File: src/rtl/plot_clip_fifo.sv
// plot_clip_fifo: screen-clipping pixel FIFO between the reuleaux drawer and the VGA adapter.
// Off-screen pixels are counted and discarded, on-screen pixels are buffered and drained under
// out_plot/out_ready, and the drawer's done is forwarded once the buffer has fully drained.
// Optional build macro PLOT_DEDUP_EN: an on-screen pixel equal to the last pushed pixel is dropped.
module plot_clip_fifo #(
   parameter int DEPTH    = 16,
   parameter int SCREEN_W = 160,
   parameter int SCREEN_H = 120
) (
   input  logic                     clk,
   input  logic                     rst_n,
   input  logic                     clear,
   input  logic [7:0]               in_x,
   input  logic [6:0]               in_y,
   input  logic [2:0]               in_colour,
   input  logic                     in_plot,
   input  logic                     in_done,
   output logic [7:0]               out_x,
   output logic [6:0]               out_y,
   output logic [2:0]               out_colour,
   output logic                     out_plot,
   input  logic                     out_ready,
   output logic                     out_done,
   output logic [$clog2(DEPTH):0]   level,
   output logic                     overflow,
   output logic [15:0]              pix_count,
   output logic [15:0]              clip_count
);

   localparam int          AW       = $clog2(DEPTH);
   localparam int          EW       = 18;
   localparam logic [AW:0] FULL_LVL = (AW+1)'(DEPTH);

   typedef enum logic [1:0] {IDLE, ACTIVE, DRAIN, DONE} state_t;

   state_t        state, state_next;
   logic [EW-1:0] mem [DEPTH];
   logic [EW-1:0] head, head_next, in_entry;
   logic [AW:0]   wr_ptr, rd_ptr, wr_next, rd_next, level_next;
   logic          on_screen, dup, full, pop, wr_en, drop;

   function automatic logic [15:0] sat_inc(input logic [15:0] v);
      return (v == 16'hFFFF) ? v : v + 16'd1;
   endfunction

   assign in_entry  = {in_x, in_y, in_colour};
   assign on_screen = ({24'd0, in_x} < 32'(SCREEN_W)) && ({25'd0, in_y} < 32'(SCREEN_H));

   assign level    = wr_ptr - rd_ptr;
   assign full     = (level == FULL_LVL);
   assign out_plot = (level != '0);
   assign pop      = out_plot && out_ready;
   // A full FIFO still accepts a push when the head leaves in the same cycle.
   assign wr_en    = in_plot && on_screen && !dup && (!full || pop);
   assign drop     = in_plot && on_screen && !dup && full && !pop;

   assign wr_next    = wr_ptr + {{AW{1'b0}}, wr_en};
   assign rd_next    = rd_ptr + {{AW{1'b0}}, pop};
   assign level_next = wr_next - rd_next;
   // The new head is the slot being written this edge only when it is also the write slot.
   assign head_next  = (wr_en && (rd_next[AW-1:0] == wr_ptr[AW-1:0])) ? in_entry
                                                                      : mem[rd_next[AW-1:0]];

   assign out_x      = head[17:10];
   assign out_y      = head[9:3];
   assign out_colour = head[2:0];

`ifdef PLOT_DEDUP_EN
   logic          last_vld;
   logic [EW-1:0] last_entry;

   assign dup = last_vld && (last_entry == in_entry);

   // Validity of the last-pushed record; dropped by reset and clear.
   always_ff @(posedge clk or negedge rst_n) begin
      if (!rst_n)
         last_vld <= 1'b0;
      else if (clear)
         last_vld <= 1'b0;
      else if (wr_en)
         last_vld <= 1'b1;
   end

   // Remember the most recently pushed pixel.
   always_ff @(posedge clk) begin
      if (wr_en)
         last_entry <= in_entry;
   end
`else
   assign dup = 1'b0;
`endif

   // Storage array write port.
   always_ff @(posedge clk) begin
      if (wr_en && !clear)
         mem[wr_ptr[AW-1:0]] <= in_entry;
   end

   // Pointers, head register, sticky overflow and saturating counters.
   always_ff @(posedge clk or negedge rst_n) begin
      if (!rst_n) begin
         wr_ptr     <= '0;
         rd_ptr     <= '0;
         head       <= '0;
         overflow   <= 1'b0;
         pix_count  <= '0;
         clip_count <= '0;
      end else if (clear) begin
         wr_ptr     <= '0;
         rd_ptr     <= '0;
         head       <= '0;
         overflow   <= 1'b0;
         pix_count  <= '0;
         clip_count <= '0;
      end else begin
         wr_ptr <= wr_next;
         rd_ptr <= rd_next;
         if (level_next != '0)
            head <= head_next;
         if (drop)
            overflow <= 1'b1;
         if (wr_en)
            pix_count <= sat_inc(pix_count);
         if (in_plot && !on_screen)
            clip_count <= sat_inc(clip_count);
      end
   end

   // FSM state register.
   always_ff @(posedge clk or negedge rst_n) begin
      if (!rst_n)
         state <= IDLE;
      else if (clear)
         state <= IDLE;
      else
         state <= state_next;
   end

   // FSM next-state logic; DONE is only reached with nothing buffered and nothing arriving.
   always_comb begin
      state_next = state;
      case (state)
         IDLE: begin
            if (in_plot)
               state_next = ACTIVE;
            else if (in_done && level == '0)
               state_next = DONE;
         end
         ACTIVE: begin
            if (in_done)
               state_next = DRAIN;
         end
         DRAIN: begin
            if (level == '0 && !wr_en)
               state_next = DONE;
         end
         DONE: begin
            if (wr_en)
               state_next = DRAIN;
            else if (!in_done)
               state_next = IDLE;
         end
         default: state_next = IDLE;
      endcase
   end

   // FSM outputs.
   always_comb begin
      out_done = (state == DONE);
   end

endmodule
File: config.mk
export PLATFORM = sky130hd
export DESIGN_NAME = plot_clip_fifo
export DESIGN_NICKNAME = d
export VERILOG_FILES = /design/src/rtl/plot_clip_fifo.sv
export SDC_FILE = /design/constraint.sdc
export NUM_CORES = 1
export LEC_CHECK = 0
export ABC_AREA = 1
export CAP_MARGIN = 20
export CORE_MARGIN = 1
export CORE_UTILIZATION = 29
export DETAILED_ROUTE_END_ITERATION = 16
export PLACE_DENSITY = 0.45
export SKIP_LAST_GASP = 1
export SYNTH_ARGS = -nofsm -noshare
export SYNTH_HDL_FRONTEND = slang
export SYNTH_SLANG_ARGS = --single-unit
File: constraint.sdc
create_clock -name clk -period 4.85 [get_ports clk]
set_clock_uncertainty 0.1 [all_clocks]
set_input_delay 0.7275 -clock clk [delete_from_list [all_inputs] [get_ports clk]]
set_output_delay 0.7275 -clock clk [all_outputs]
set_load 0.005 [all_outputs]
# Word level (Yosys, flattened, before mapping)
# Memories as Yosys holds them, arrays and structs flattened.
# Cells that the tools add are included.
[totals]
memories = 1
register_bits = 63
ram_bits = 288
input_bits = 24
[mem_list]
columns = ["name", "depth", "width", "read_ports", "rd_clocked_by_memory_dff", "wr", "line", "text"]
rows = [
  ["mem", 16, 18, 1, 0, 1, "37", "logic [EW-1:0] mem [DEPTH];"],
]
[op_classes]
n_mux = 23
add_sub_neg = 6
order_cmp = 2
eq_ne = 13
reduce_logical = 28
[op_table]
columns = ["operator", "n"]
rows = [
  ["two-way mux 16 bit", 6],
  ["two-way mux 18 bit", 3],
  ["adder 16 x 1 -> 16 bit (second input constant)", 2],
  ["equality test 16 bit (second input constant)", 2],
  ["two-way mux 2 bit", 7],
  ["logical AND 1 bit", 11],
  ["adder 5 x 1 -> 5 bit", 2],
  ["two-way mux 5 bit", 2],
  ["nonzero test 5 bit", 2],
  ["subtractor 5 bit", 2],
  ["< comparator 8 bit (second input constant)", 1],
  ["one-hot mux 2 bit (4 select lines)", 1],
  ["nonzero test 2 bit", 4],
  ["< comparator 7 bit (second input constant)", 1],
  ["inequality test 3 bit (second input constant)", 2],
  ["equality test 5 bit (second input constant)", 1],
  ["logical NOT 1 bit", 5],
  ["logical NOT 5 bit", 1],
  ["equality test 2 bit (second input constant)", 2],
  ["equality test 4 bit", 1],
  ["two-way mux 1 bit", 4],
  ["inequality test 2 bit (second input constant)", 2],
  ["inequality test 4 x 3 -> 1 bit (second input constant)", 1],
  ["inequality test 4 bit (second input constant)", 1],
  ["5 further kinds", 6],
]

# Longest topological paths before layout
[depth]
word_depth = 10
depth_mapped = 30
ltp_nobuf = 27

# Worst setup path after synthesis
# No wires, ideal clock.
[synth_timing]
path_type = "register -> register"
startpoint = "register wr_ptr[0]"
endpoint = "register head[10]"
period_less_slack_ns = 4.411
setup_ns = 0.117
slack_ns = 0.439
arrival_ns = 4.194
path_stages_with_launch = 27
required_ns = 4.633
cell_sequence = "dfrtp_1 inv_1 ha_1 inv_1 fa_1 xnor2_1 nand3_1 inv_1 nand3_1 and2_1 ha_1 ha_1 inv_1 clkbuf_1 clkbuf_1 ha_1 inv_1 nor2_1 o21bai_1 nand3_1 a21oi_2 nand3_1 nand2_1 inv_2 buf_2 nand3_1 nand2_1"
[synth_between]
elab_chain_len = 9
elab_cells_between_ends = 18
[synth_rtl]
columns = ["element", "line", "text"]
rows = [
  ["from (decl)", "39", "logic [AW:0] wr_ptr, rd_ptr, wr_next, rd_next, level_next;"],
  ["from (signal assigned)", "116", "wr_ptr <= wr_next;"],
  ["subtractor 5 bit (*)", "49", "assign level = wr_ptr - rd_ptr;"],
  ["nonzero test 5 bit (*)", "51", "assign out_plot = (level != '0);"],
  ["via out_plot", "21", "output logic out_plot,"],
  ["logical AND 1 bit (*)", "52", "assign pop = out_plot && out_ready;"],
  ["logical OR 1 bit or adder 5 x 1 -> 5 bit (tied branches)", "54, 58", ""],
  ["logical AND 1 bit or equality test 4 bit (tied branches)", "54, 61", ""],
  ["adder 5 x 1 -> 5 bit or logical AND 1 bit (tied branches)", "57, 61", ""],
  ["subtractor 5 bit or two-way mux 18 bit (tied branches)", "59, 61", ""],
  ["nonzero test 5 bit or two-way mux 18 bit (tied branches)", "118", "if (level_next != '0)"],
  ["nonzero test 2 bit (no line) or two-way mux 18 bit (tied branches)", "n/a", ""],
  ["to (signal assigned)", "119", "head <= head_next;"],
  ["to (decl)", "38", "logic [EW-1:0] head, head_next, in_entry;"],
]
# The timed path passes the listed nets; every way through them passes the cells marked *. The select of a mux whose other input is x is not followed.
# A chain may end at the register's enable or synchronous reset.

# Worst setup path in the final report
[layout_timing]
startpoint = "register wr_ptr[0]"
endpoint = "register head[2]"
[layout_between]
elab_chain_len = 9
elab_cells_between_ends = 18
[layout_rtl]
columns = ["element", "line"]
rows = [
  ["subtractor 5 bit", "49"],
  ["equality test 5 bit or nonzero test 5 bit (tied branches)", "50, 51"],
  ["logical NOT 1 bit or logical AND 1 bit (tied branches)", "54, 52"],
  ["logical OR 1 bit or adder 5 x 1 -> 5 bit (tied branches)", "54, 58"],
  ["logical AND 1 bit or equality test 4 bit (tied branches)", "54, 61"],
  ["adder 5 x 1 -> 5 bit or logical AND 1 bit (tied branches)", "57, 61"],
  ["subtractor 5 bit or two-way mux 18 bit (tied branches)", "59, 61"],
  ["nonzero test 5 bit or two-way mux 18 bit (tied branches)", "118"],
  ["nonzero test 2 bit (no line) or two-way mux 18 bit (tied branches)", "n/a"],
]
# Parallel ways exist; a longest one is shown, timed or not. The select of a mux whose other input is x is not followed.

==> results.tsv <==
metric	value	unit
status	complete, no violations	
multi_input_area	4840	sq um
final_hold_viol_count	0	
synth.area.top_cells	edfxtp_1 56%, nand2_1 11%, dfrtp_1 10%	
synth_common_cells	462 x nand2_1, 288 x edfxtp_1, 186 x a21oi_1, 93 x nand3_1, 83 x o21ai_0	
ir_worst_vdd	0.000448	V
ys_ff_latch	351	
fp.dieArea	54300	sq um
synth_enable_flop_cells	288	
syn_to_final_growth	21.3	%
clkPwrFrac	29.1	%
yosysTopAreaCell	edfxtp_1	
rsz0062_at_grt	no	
max_freq	237	MHz
crit_start	wr_ptr[0]	
io_buffers	81	
grt_first_pass_wirelength	69900	um
wl_per_cell	20.1	um
critPathCaptureType	flop	
maxCapViolations	0	
grtUsageTotal	17.3	%
setup_viol	0	
finalCritPeriodShare	86.8	%
finalWeightedCongestion	0.807	
post_cts_resized	0	
synthDistinctLibCells	36	
routed_via_density	4.80	
fillers	5238	
grt_max_degree	110	
rr_endpoint	head[2]	
register_area	10200	sq um
clk_path_buf_depth	3	
htreeDepth	2	
critPathCapture	head[2]	
grt_antenna_before_repair	0	
slew_headroom	39.6	%
yosysTopAreaCellShare	55.8	%
r2r_slack	640	ps
cts-buffers-inserted	41	
grt_overflow	0	
maxSlewViolCount	0	
tritoncts	built	
initial_core_util	29.4	%
timing.rr.start	wr_ptr[0]	
p_comb_share	38.0	%
min_period	4210	ps
synth_nets	1524	
clock_latency	570	ps
p_leak	0.00700	uW
critPathLaunchType	flop	
yosysWarnings	0	
reg2reg_depth	21	
antenna_left	0	
crit_type	reg2reg	
ioPinCount	82	
hold_buffers	0	
p_per_area	567	nW/um^2
post_cts_buffers	0	
cp_data_arrival_time	4560	ps
switching_share	38.0	%
die_y	233	um
seqPwrFrac	32.8	%
setup_tns	0	ps
netlist_area	15500	sq um
coreArea	52700	sq um
stdcell_count	2312	
worst-slew-pin-transition	906	ps
dp_hpwl	27300	um
dp_cells	2236	
min_path_type	in2async	
drc_errors	0	
p_sw	4040	uW
grt_pass1_vias	11000	
yosysSeqAreaShare	66.0	%
layout.nets	1631	
rows	84	
firstDrtPassIters	5	
drive_gt1_share	9.42	%
yosysMostFrequentCell	nand2_1	
diodes	0	
die_width	233	um
crit_fanout	46	
p_int	6600	uW
synth_ff_type	edfxtp_1	
worstPathRequired	5200	ps
cts.reportedPaths.clkPinSlew	60	ps
async_reset_ff_share	17.9	%
synth.avg_cell_area	10.4	sq um
clock-sinks	351	
vias	11100	
clockRootBuffer	clkbuf_16	
drt-total-wl	46400	um
drtIter0Drc	662	
synth_cells	1484	
[power by group through the flow]
stage / registers, uW / clock network, uW / logic [uW]
6_report: 3490 / 3100 / 4050
3_5_place_dp: 3560 / 0 / 4120
5_1_grt: 3500 / 3290 / 4570
2_1_floorplan: 3500 / 0 / 2660
4_1_cts: 3500 / 3180 / 4140
3_3_place_gp: 3560 / 0 / 4120
[worst max-delay path, stage by stage (launching register included)]
cell	delay, ps
dfrtp_1	430
inv_1	160
ha_1	160
inv_1	60
fa_1	390
xnor2_1	220
nand3_1	120
inv_1	70
nand3_1	130
and2_1	200
ha_4	170
ha_4	170
xor2_4	140
buf_4	330
buf_4	500
o21ai_0	170
o21ai_0	130
nand2_1	140
nand2_1	100
nand2_1	50
nand3_1	70
nand2_1	50
[cells in the final DEF (no fill, tap or decap), drive strengths merged]
cell,Yosys,layout
nor2,73,73
clkdlybuf4s50,0,80
ha,15,15
a21oi,187,187
nand2,465,465
clkbuf,48,54
o21ai,83,83
o21bai,1,1
clkinv,0,16
and2,2,2
xor2,25,25
nand3b,20,20
bufinv,0,4
o31ai,10,10
and3,1,1
inv,50,51
o211ai,2,2
edfxtp,288,288
xnor2,6,6
nor3,10,10
or2,1,1
nand4,5,5
nand3,93,93
dfrtp,63,63
a31oi,1,1
buf,30,62
clkinvlp,0,1
fa,1,1
nor4,2,2
a21o,2,2
[kinds of logic (layout without fill, tap and decap cells)]
| kind of cell | Yosys count | in the layout | synth area share [%] |
|---|---|---|---|
| buffers and inverters | 128 | 268 | 3.40 |
| and+or+nand+nor | 672 | 672 | 17.9 |
| adders and majority gates | 16 | 16 | 1.34 |
| DFF | 351 | 351 | 66.0 |
| AOI/OAI and AO/OA | 286 | 286 | 9.55 |
| xor gates and xnor gates | 31 | 31 | 1.75 |
[how the worst min path moves through the flow]
| stage | startpoint | to | slack, ps | cells after the start |
|---|---|---|---|---|
| 2_1_floorplan | rst_n | clip_count[0] | 330 | 0 |
| 3_3_place_gp | overflow | overflow | 390 | 2 |
| 3_5_place_dp | overflow | overflow | 400 | 2 |
| 4_1_cts | rst_n | overflow | 290 | 2 |
| 5_1_grt | rst_n | overflow | 340 | 2 |
| 6_report | rst_n | overflow | 270 | 2 |
[per-layer routing]
metal | GRT usage (%) | vias to the layer above | part of all wire (%)
met2 | 29.2 | 189 | 49
met5 | 0 | - | 0
li1 | - | 5343 | -
met4 | 5.70 | 0 | 2.9
met3 | 2.64 | 68 | 3.3
met1 | 22.6 | 5497 | 45
[stage by stage]
step / hold slack, ps / setup slack, ps / utilization (%) / area (sq um) / power (uW)
after global routing: 340 / 197 / 35.7 / 18800 / 11400
final: 270 / 638 / 35.7 / 18800 / 10600
after CTS: 291 / 549 / 35.7 / 18800 / 10800
after floorplan: 332 / 439 / - / 15500 / 6150
after global placement: 394 / 519 / 33.1 / 17500 / 7680
after detailed placement: 395 / 574 / 33.1 / 17500 / 7680
[sequential cells by signal, indices dropped and copies added (netlist names)]
name	cells
overflow	1
mem	288
clip_count	16
head	18
pix_count	16
wr_ptr	5
rd_ptr	5
state	2
[final cells by class]
class                           count  area share (%)
Tap cell                          688            4.58
Inverter                           50            1.01
Clock inverter                     22            1.10
Timing Repair Buffer              142            7.13
Multi-Input combinational cell   1005            25.7
Sequential cell                   351            54.4
Clock buffer                       54            6.00
Power figures use the tool's default switching activity.
